--- src/rtl/ysyx_24110015_mem_arbiter.sv ---
// ---------------------------------------------------------------------------
// ysyx_24110015_mem_arbiter
//
// Shares one memory port between the instruction fetch unit (read-only) and
// the load/store unit. One transaction is in flight at a time. Ties are broken
// round-robin, and a response timeout returns an error to the owner if memory
// goes silent.
//
// Ports:
//   clk, rst                  clock, asynchronous active-high reset
//   ifu_req_valid/ready       IFU request handshake, ifu_addr = fetch address
//   ifu_resp_valid            one-cycle pulse ending an IFU access
//   ifu_rdata, ifu_resp_err   registered IFU response data / error flag
//   lsu_req_valid/ready       LSU request handshake
//   lsu_wen, lsu_addr,
//   lsu_wdata, lsu_wmask      LSU payload (lsu_wen = 1 means write)
//   lsu_resp_valid            one-cycle pulse ending an LSU access
//   lsu_rdata, lsu_resp_err   registered LSU response data / error flag
//   mem_req_valid/ready       memory request handshake
//   mem_wen, mem_addr,
//   mem_wdata, mem_wmask      latched payload of the current owner
//   mem_resp_valid,
//   mem_rdata, mem_resp_err   memory response (sampled only in RESP)
//   arb_busy                  high whenever the arbiter is not idle
// ---------------------------------------------------------------------------
module ysyx_24110015_mem_arbiter #(
    parameter int ADDR_W  = 32,
    parameter int DATA_W  = 32,
    parameter int TIMEOUT = 255
) (
    input  logic                clk,
    input  logic                rst,

    input  logic                ifu_req_valid,
    output logic                ifu_req_ready,
    input  logic [ADDR_W-1:0]   ifu_addr,
    output logic                ifu_resp_valid,
    output logic [DATA_W-1:0]   ifu_rdata,
    output logic                ifu_resp_err,

    input  logic                lsu_req_valid,
    output logic                lsu_req_ready,
    input  logic                lsu_wen,
    input  logic [ADDR_W-1:0]   lsu_addr,
    input  logic [DATA_W-1:0]   lsu_wdata,
    input  logic [DATA_W/8-1:0] lsu_wmask,
    output logic                lsu_resp_valid,
    output logic [DATA_W-1:0]   lsu_rdata,
    output logic                lsu_resp_err,

    output logic                mem_req_valid,
    input  logic                mem_req_ready,
    output logic                mem_wen,
    output logic [ADDR_W-1:0]   mem_addr,
    output logic [DATA_W-1:0]   mem_wdata,
    output logic [DATA_W/8-1:0] mem_wmask,
    input  logic                mem_resp_valid,
    input  logic [DATA_W-1:0]   mem_rdata,
    input  logic                mem_resp_err,

    output logic                arb_busy
);

    localparam int          MASK_W      = DATA_W / 8;
    localparam logic [15:0] TIMEOUT_CNT = TIMEOUT[15:0];
    localparam bit          TIMEOUT_EN  = (TIMEOUT != 0);

    typedef enum logic [1:0] {IDLE, REQ, RESP} state_t;

    state_t              state;
    state_t              stateNext;
    logic                owner;
    logic                last;
    logic [15:0]         count;
    logic [15:0]         countInc;
    logic [ADDR_W-1:0]   addrQ;
    logic                wenQ;
    logic [DATA_W-1:0]   wdataQ;
    logic [MASK_W-1:0]   wmaskQ;

    logic                ifuSel;
    logic                lsuSel;
    logic                accept;
    logic                respDone;
    logic                timeoutFire;

    // Round-robin selection: a lone requester always wins; on a tie the
    // master that was not granted last time goes first (last = 1 means LSU).
    assign ifuSel = ifu_req_valid && (!lsu_req_valid || last);
    assign lsuSel = lsu_req_valid && (!ifu_req_valid || !last);
    assign accept = (state == IDLE) && (ifuSel || lsuSel);

    // The counter saturates rather than wrapping. The timeout fires in the
    // cycle whose incremented count reaches TIMEOUT, so the error pulse lands
    // TIMEOUT+1 cycles after the accept. A real response in that same cycle
    // takes priority over the timeout.
    assign countInc    = (count == 16'hFFFF) ? count : count + 16'd1;
    assign respDone    = (state == RESP) && mem_resp_valid;
    assign timeoutFire = TIMEOUT_EN && (state != IDLE) &&
                         (countInc == TIMEOUT_CNT) && !respDone;

    // State register.
    always_ff @(posedge clk or posedge rst) begin
        if (rst) begin
            state <= IDLE;
        end else begin
            state <= stateNext;
        end
    end

    // Next-state logic: accept in IDLE, wait for mem ready in REQ, wait for
    // the response in RESP; a timeout drops back to IDLE from either phase.
    always_comb begin
        stateNext = state;
        case (state)
            IDLE: if (accept) stateNext = REQ;
            REQ: begin
                if (timeoutFire)        stateNext = IDLE;
                else if (mem_req_ready) stateNext = RESP;
            end
            RESP: if (respDone || timeoutFire) stateNext = IDLE;
            default: stateNext = IDLE;
        endcase
    end

    // Output logic: ready is purely combinational on state, last and the two
    // valids; the memory payload always comes from the latch so it cannot
    // move while memory applies backpressure.
    always_comb begin
        ifu_req_ready = (state == IDLE) && ifuSel;
        lsu_req_ready = (state == IDLE) && lsuSel;
        mem_req_valid = (state == REQ);
        mem_wen       = wenQ;
        mem_addr      = addrQ;
        mem_wdata     = wdataQ;
        mem_wmask     = wmaskQ;
        arb_busy      = (state != IDLE);
    end

    // Grant bookkeeping, payload latch, timeout counter and the registered
    // response outputs. IFU payloads are forced to a plain read. Only the
    // owner's response registers change; the other master's hold their value.
    always_ff @(posedge clk or posedge rst) begin
        if (rst) begin
            owner          <= 1'b0;
            last           <= 1'b1;
            count          <= 16'd0;
            addrQ          <= '0;
            wenQ           <= 1'b0;
            wdataQ         <= '0;
            wmaskQ         <= '0;
            ifu_resp_valid <= 1'b0;
            ifu_rdata      <= '0;
            ifu_resp_err   <= 1'b0;
            lsu_resp_valid <= 1'b0;
            lsu_rdata      <= '0;
            lsu_resp_err   <= 1'b0;
        end else begin
            ifu_resp_valid <= 1'b0;
            lsu_resp_valid <= 1'b0;

            if (accept) begin
                owner  <= lsuSel;
                last   <= lsuSel;
                count  <= 16'd0;
                addrQ  <= lsuSel ? lsu_addr : ifu_addr;
                wenQ   <= lsuSel && lsu_wen;
                wdataQ <= lsuSel ? lsu_wdata : '0;
                wmaskQ <= lsuSel ? lsu_wmask : '0;
            end else if (state != IDLE) begin
                count <= countInc;
            end

            if (respDone || timeoutFire) begin
                if (owner) begin
                    lsu_resp_valid <= 1'b1;
                    lsu_rdata      <= respDone ? mem_rdata : '0;
                    lsu_resp_err   <= respDone ? mem_resp_err : 1'b1;
                end else begin
                    ifu_resp_valid <= 1'b1;
                    ifu_rdata      <= respDone ? mem_rdata : '0;
                    ifu_resp_err   <= respDone ? mem_resp_err : 1'b1;
                end
            end
        end
    end

endmodule
--- config.mk ---
export PLATFORM = sky130hd
export DESIGN_NAME = ysyx_24110015_mem_arbiter
export DESIGN_NICKNAME = d
export VERILOG_FILES = /design/src/rtl/ysyx_24110015_mem_arbiter.sv
export SDC_FILE = /design/constraint.sdc
export NUM_CORES = 1
export LEC_CHECK = 0
export BUFFER_PORTS_ARGS = -buffer_cell sky130_fd_sc_hd__buf_2
export CORE_ASPECT_RATIO = 1.5
export CORE_MARGIN = 2
export CORE_UTILIZATION = 45
export DETAILED_ROUTE_END_ITERATION = 6
export PLACE_DENSITY = 0.75
export SKIP_CTS_REPAIR_TIMING = 1
export SLEW_MARGIN = 5
export SYNTH_ARGS = -nofsm -noshare
export SYNTH_HDL_FRONTEND = slang
export SYNTH_SLANG_ARGS = --single-unit
--- constraint.sdc ---
create_clock -name clk -period 6.8 [get_ports clk]
set_clock_uncertainty 0.1 [all_clocks]
set_input_delay 0.68 -clock clk [delete_from_list [all_inputs] [get_ports clk]]
set_output_delay 0.68 -clock clk [all_outputs]
set_load 0.01 [all_outputs]
Word-level counts from Yosys, hierarchy flattened
Index checks and enable logic that the tools add are counted.

Register bits: 157. Input port bits: 140. Output and inout bits: 141. Word-level logic and storage cells: 63.

Add/subtract/negate cells: 1. Eq/ne operators: 7. Mux-type cells: 17. Bitwise gates (word level): 1. Reductions and logical operators: 23.

Operator list (number): $mux W32 (3); $mux W16 (3); $add A16 B1 Y16 const B (1); $eq A16 B16 Y1 const B (1); $eq A16 B8 Y1 const B (1); $logic_and A1 B1 Y1 (9); $mux W2 (4); $pmux W2 S3 (1); $mux W1 (5); $logic_not A1 Y1 (4); $logic_or A1 B1 Y1 (4); $mux W4 (1); $reduce_and A2 Y1 (2); $reduce_bool A2 Y1 (2); $ne A3 B1 Y1 const B (1); $reduce_and A3 Y1 (1); $eq A2 B1 Y1 const B (1); $eq A2 B2 Y1 const B (1); $logic_not A2 Y1 (1); $ne A2 B1 Y1 const B (1); $ne A2 B2 Y1 const B (1); $not A1 Y1 (1).

Depth between registers and ports, before layout
Depth in word-level cells: 8. Gate-level depth with buffers: 10. Mapped depth without buffers: 7.

Worst setup path before layout
OpenSTA, ideal clock, no wires.

Kind: register to register. Start: register count[0]. End: register state[0]. Data arrival time: 2.418 ns. Path slack: 4.156 ns. Cell stages (with the launch flop): 9. Buffers on the path: 1. Clock period less this slack: 2.644 ns. Path through: dfrtp_1 > ha_1 > buf_2 > nand4_4 > or4_1 > a211o_1 > a21oi_2 > nand3_2 > a311o_1.

Longest elaborated chain between the ends: 8. Elaborated cells on any way between the ends: 12.

RTL lines: start: declaration (RTL line 74) `logic [15:0] count;`; start signal: assignment (RTL line 171) `count <= countInc;`; $add A16 B1 Y16 / $eq A16 B16 Y1 (equally long branches) (RTL line 97) `assign countInc = (count == 16'hFFFF) ? count : count + 16'd1;`; $mux W16 (*) (RTL line 97); $eq A16 B8 Y1 (*) (RTL line 100) `(countInc == TIMEOUT_CNT) && !respDone;`; $logic_and A1 B1 Y1 (*) (RTL line 99) `assign timeoutFire = TIMEOUT_EN && (state != IDLE) &&`; $logic_and A1 B1 Y1 (*) (RTL line 100); $logic_or A1 B1 Y1 (RTL line 121) `RESP: if (respDone || timeoutFire) stateNext = IDLE;`; $ne A2 B1 Y1 (no source line); $reduce_and A3 Y1 (no source line); end signal: assignment (RTL line 107) `state <= stateNext;`; end: declaration (RTL line 70) `state_t state;`.

Mark *: on every way between the ends. The rest lies on a longest branch, timed or not. A chain may end at the register's enable or synchronous reset.

Worst setup path in the final report
Start: register count[5]. End: register ifu_rdata[26].

Longest elaborated chain between the ends: 7. Elaborated cells on any way between the ends: 8.

RTL lines: $add A16 B1 Y16 / $eq A16 B16 Y1 (equally long branches) (RTL line 97); $mux W16 (*) (RTL line 97); $eq A16 B8 Y1 (*) (RTL line 100); $logic_and A1 B1 Y1 (*) (RTL line 99); $logic_and A1 B1 Y1 (*) (RTL line 100); $logic_or A1 B1 Y1 (*) (RTL line 174) `if (respDone || timeoutFire) begin`; $reduce_and A2 Y1 (no source line) (*); end signal: assignment (RTL line 181) `ifu_rdata <= respDone ? mem_rdata : '0;`; end: declaration (RTL line 38) `output logic [DATA_W-1:0] ifu_rdata,`.

Marks and branches as above.

==> implementation parameters <==
Parameter                              Value

Run status
  Run status    completed

Floorplanning
  Initial cell density of the core    0.4580
  DIE AREA    0.01695 mm2
  Die extent in y    158.5 um
  Width of the die    107.0 um
  IO Pins    281
  Core outline area    0.01563 mm2
  Std-Cell Rows    56

Critical path
  Required arrival time at the worst endpoint    7.00 ns
  Crit path launch    count[5]
  Crit Path Max Fanout    35
  Critical path data arrival time    3.80 ns
  Capturing element type of the critical path    flip-flop
  Type of origin of the critical path    flip-flop
  Reg-to-reg startpoint    count[5]
  Crit Path Category    flip-flop to flip-flop

Cells and area
  Fill cell instance count of the final layout    1,304
  Growth of design area from synthesis to finish    30.21%
  Utilization of the core after routing    0.5964
  Final non-filler cell total    1,103
  Layout cells sized above 1    0.4082
  Post-layout net count    1,028

Placement
  Number of buffers added on ports    280
  Final estimated routing congestion in global placement    0.7916
  DP Cell Count    1,071
  DP HPWL    13.85 mm

Yosys
  Top post-synthesis cells by area    sky130_fd_sc_hd__dfrtp_1, sky130_fd_sc_hd__mux2i_1, sky130_fd_sc_hd__mux2_2
  Sequential element share of the synthesized area    0.5491
  Mapped cell area    0.007157 mm2
  Seq cells post-synth    157
  Synth unique cells    54
  Number of enable-type register cells in the synthesized netlist    0
  Post-synth top area share    0.5455
  Top cells by count, synth    sky130_fd_sc_hd__dfrtp_1, sky130_fd_sc_hd__mux2i_1, sky130_fd_sc_hd__o21ai_0, sky130_fd_sc_hd__nand2_1, sky130_fd_sc_hd__a22o_1
  Post-synthesis average cell area    11.34 um2
  Share of flip-flops with an asynchronous set or reset after synthesis    1.000
  Net count after synthesis    772
  Top-count cell post-synth    sky130_fd_sc_hd__dfrtp_1
  Primary flip-flop cell chosen by synthesis mapping    sky130_fd_sc_hd__dfrtp_1
  Number of instances in the synthesized netlist    631
  Total number of yosys warnings    0
  Library cell occupying the most area in the post-synthesis netlist    sky130_fd_sc_hd__dfrtp_1

Timing
  Slew margin rel.    0.1437
  Final setup violation count    0
  Minimum period implied by the final worst setup slack    3.598 ns
  Hold Worst Slack    0.3209 ns
  Period Utilization, post-route    0.5291
  Setup TNS Final    0 ns
  Fmax achieved    0.2779 GHz
  RSZ-0062 raised after global routing    false
  Hold Violations, Final    0
  Final-report max-slew violation count    0
  Slew at the pin closest to its max-slew limit    1.284 ns

Route
  Initial DRC count    330
  Count of TritonRoute iterations in the first routing pass    7
  Final routed DRC violation total    0
  Detail-routed net length per standard cell    17.35 um
  Total routed wirelength    19.14 mm
  Post-DRT Antenna Nets    0
  Vias    5,845
  Via density    5.299

Clocking
  Clk root buf    sky130_fd_sc_hd__clkbuf_16
  Clock buffer count from CTS    17
  CTS tree    built
  Clock latency on the worst-skew pair    0.42 ns
  Clock-pin transition on the worst setup and hold timing paths    0.06 ns
  Maximum number of buffers from clock root to sink    2
  Count of clock tree sinks    157
  Max H-tree Level    4

Global routing
  All-Layer GR Usage    0.2209
  Initial antenna violation count    0
  Maximum number of pins on one net before global-route repair    94
  Global-route wire length before repair    29.11 mm
  Global route total overflow    0
  Via count of the first global-routing pass    5,525

Power and ir drop
  Worst IR Drop VDD    281.2 uV
  Power Density    464.5 mW/mm2
  Total power    4.329 mW
  Static power due to leakage    4.759 nW

Min path
  Type of the most critical hold path    input port to asynchronous set/reset pin

Run
  # Max-Cap Violations    0
==> registers in the layout, summed over array words and instances, names as in the netlist <==
signal          count
ifu_rdata          32
lsu_rdata          32
mem_addr           32
mem_wdata          32
count              16
mem_wmask           4
state               2
ifu_resp_err        1
ifu_resp_valid      1
last                1
lsu_resp_err        1
lsu_resp_valid      1
mem_wen             1
owner               1
==> final timing paths <==
path	to	slack (ns)	depth (start not counted)
min in group clk	mem_addr[27]	0.37	2
hold reg to reg	mem_addr[27]	0.37	2
max in group asynchronous	lsu_rdata[16]	4.92	3
hold / removal	lsu_rdata[19]	0.32	2
setup reg to reg	ifu_rdata[26]	3.20	7
setup / recovery	ifu_rdata[26]	3.20	7
==> report_power, final <==
part | internal, mW | leakage, nW | switching [mW]
logic | 0.778 | 2.50 | 0.923
registers | 1.37 | 1.96 | 0.254
clock network | 0.593 | 0.305 | 0.414
==> cell usage in the layout (no fill, tap or decap), drive strengths merged, types with 3 or more instances in the layout <==
cell    count
a31oi      36
and2       33
nand2      51
nand3      12
mux2i      68
bufinv      3
or3         3
a21oi      17
nor3       10
mux2       31
a22o       38
nand4       5
dfrtp     156
nor2b       3
and3        3
inv        15
nor4        4
clkinv      4
buf       288
o31ai       3
nor2       12
clkbuf     17
o21ai      53
==> worst max-delay path, cell delays in order, from the launching register on <==
cell and delay (ns):
sky130_fd_sc_hd__dfrtp_1 0.52, sky130_fd_sc_hd__nand4_1 0.45, sky130_fd_sc_hd__or4_1 0.87, sky130_fd_sc_hd__and3_1 0.29, sky130_fd_sc_hd__a211oi_4 0.15, sky130_fd_sc_hd__buf_4 0.38, sky130_fd_sc_hd__nand4_4 0.42, sky130_fd_sc_hd__and2_1 0.29
==> kinds of logic (layout without fill, tap and decap cells) <==
family          after synthesis  after routing  synth area share
mux                          99             99            0.1439
compound gates              165            165            0.1542
xor+xnor                      3              3          0.003672
flops                       157            157            0.5491
fa+ha+maj                     1              1          0.001748
simple gates                146            146            0.1112
other cells                   0              1                 0
buf+inv                      60            328           0.03619
==> area by class of cell <==
type	count	area (um2)	area share
diodes	1	2.502	0.0002685
flip-flops and latches	157	3930	0.4217
inverters	9	38.79	0.004162
repair buffers	288	1461	0.1568
multi-input cells	414	3004	0.3224
clock buffers	17	425.4	0.04565
clock inverters	14	202.7	0.02175
well taps	203	254.0	0.02726
==> stage by stage <==
step | worst slack (ns) | cell area, um2
after global routing | 2.931 | 9316
after global placement | 3.307 | 8688
final | 3.202 | 9319
after floorplan | 1.787 | 7157
after detailed placement | 3.214 | 8688
after CTS | 3.222 | 9316
==> metal layers <==
metal,GRT usage,share of wire
met5,0,0
met4,0.07359,0.015
met3,0.06467,0.087
met2,0.3813,0.50
met1,0.2641,0.40
(Power assumes the default switching activity.)
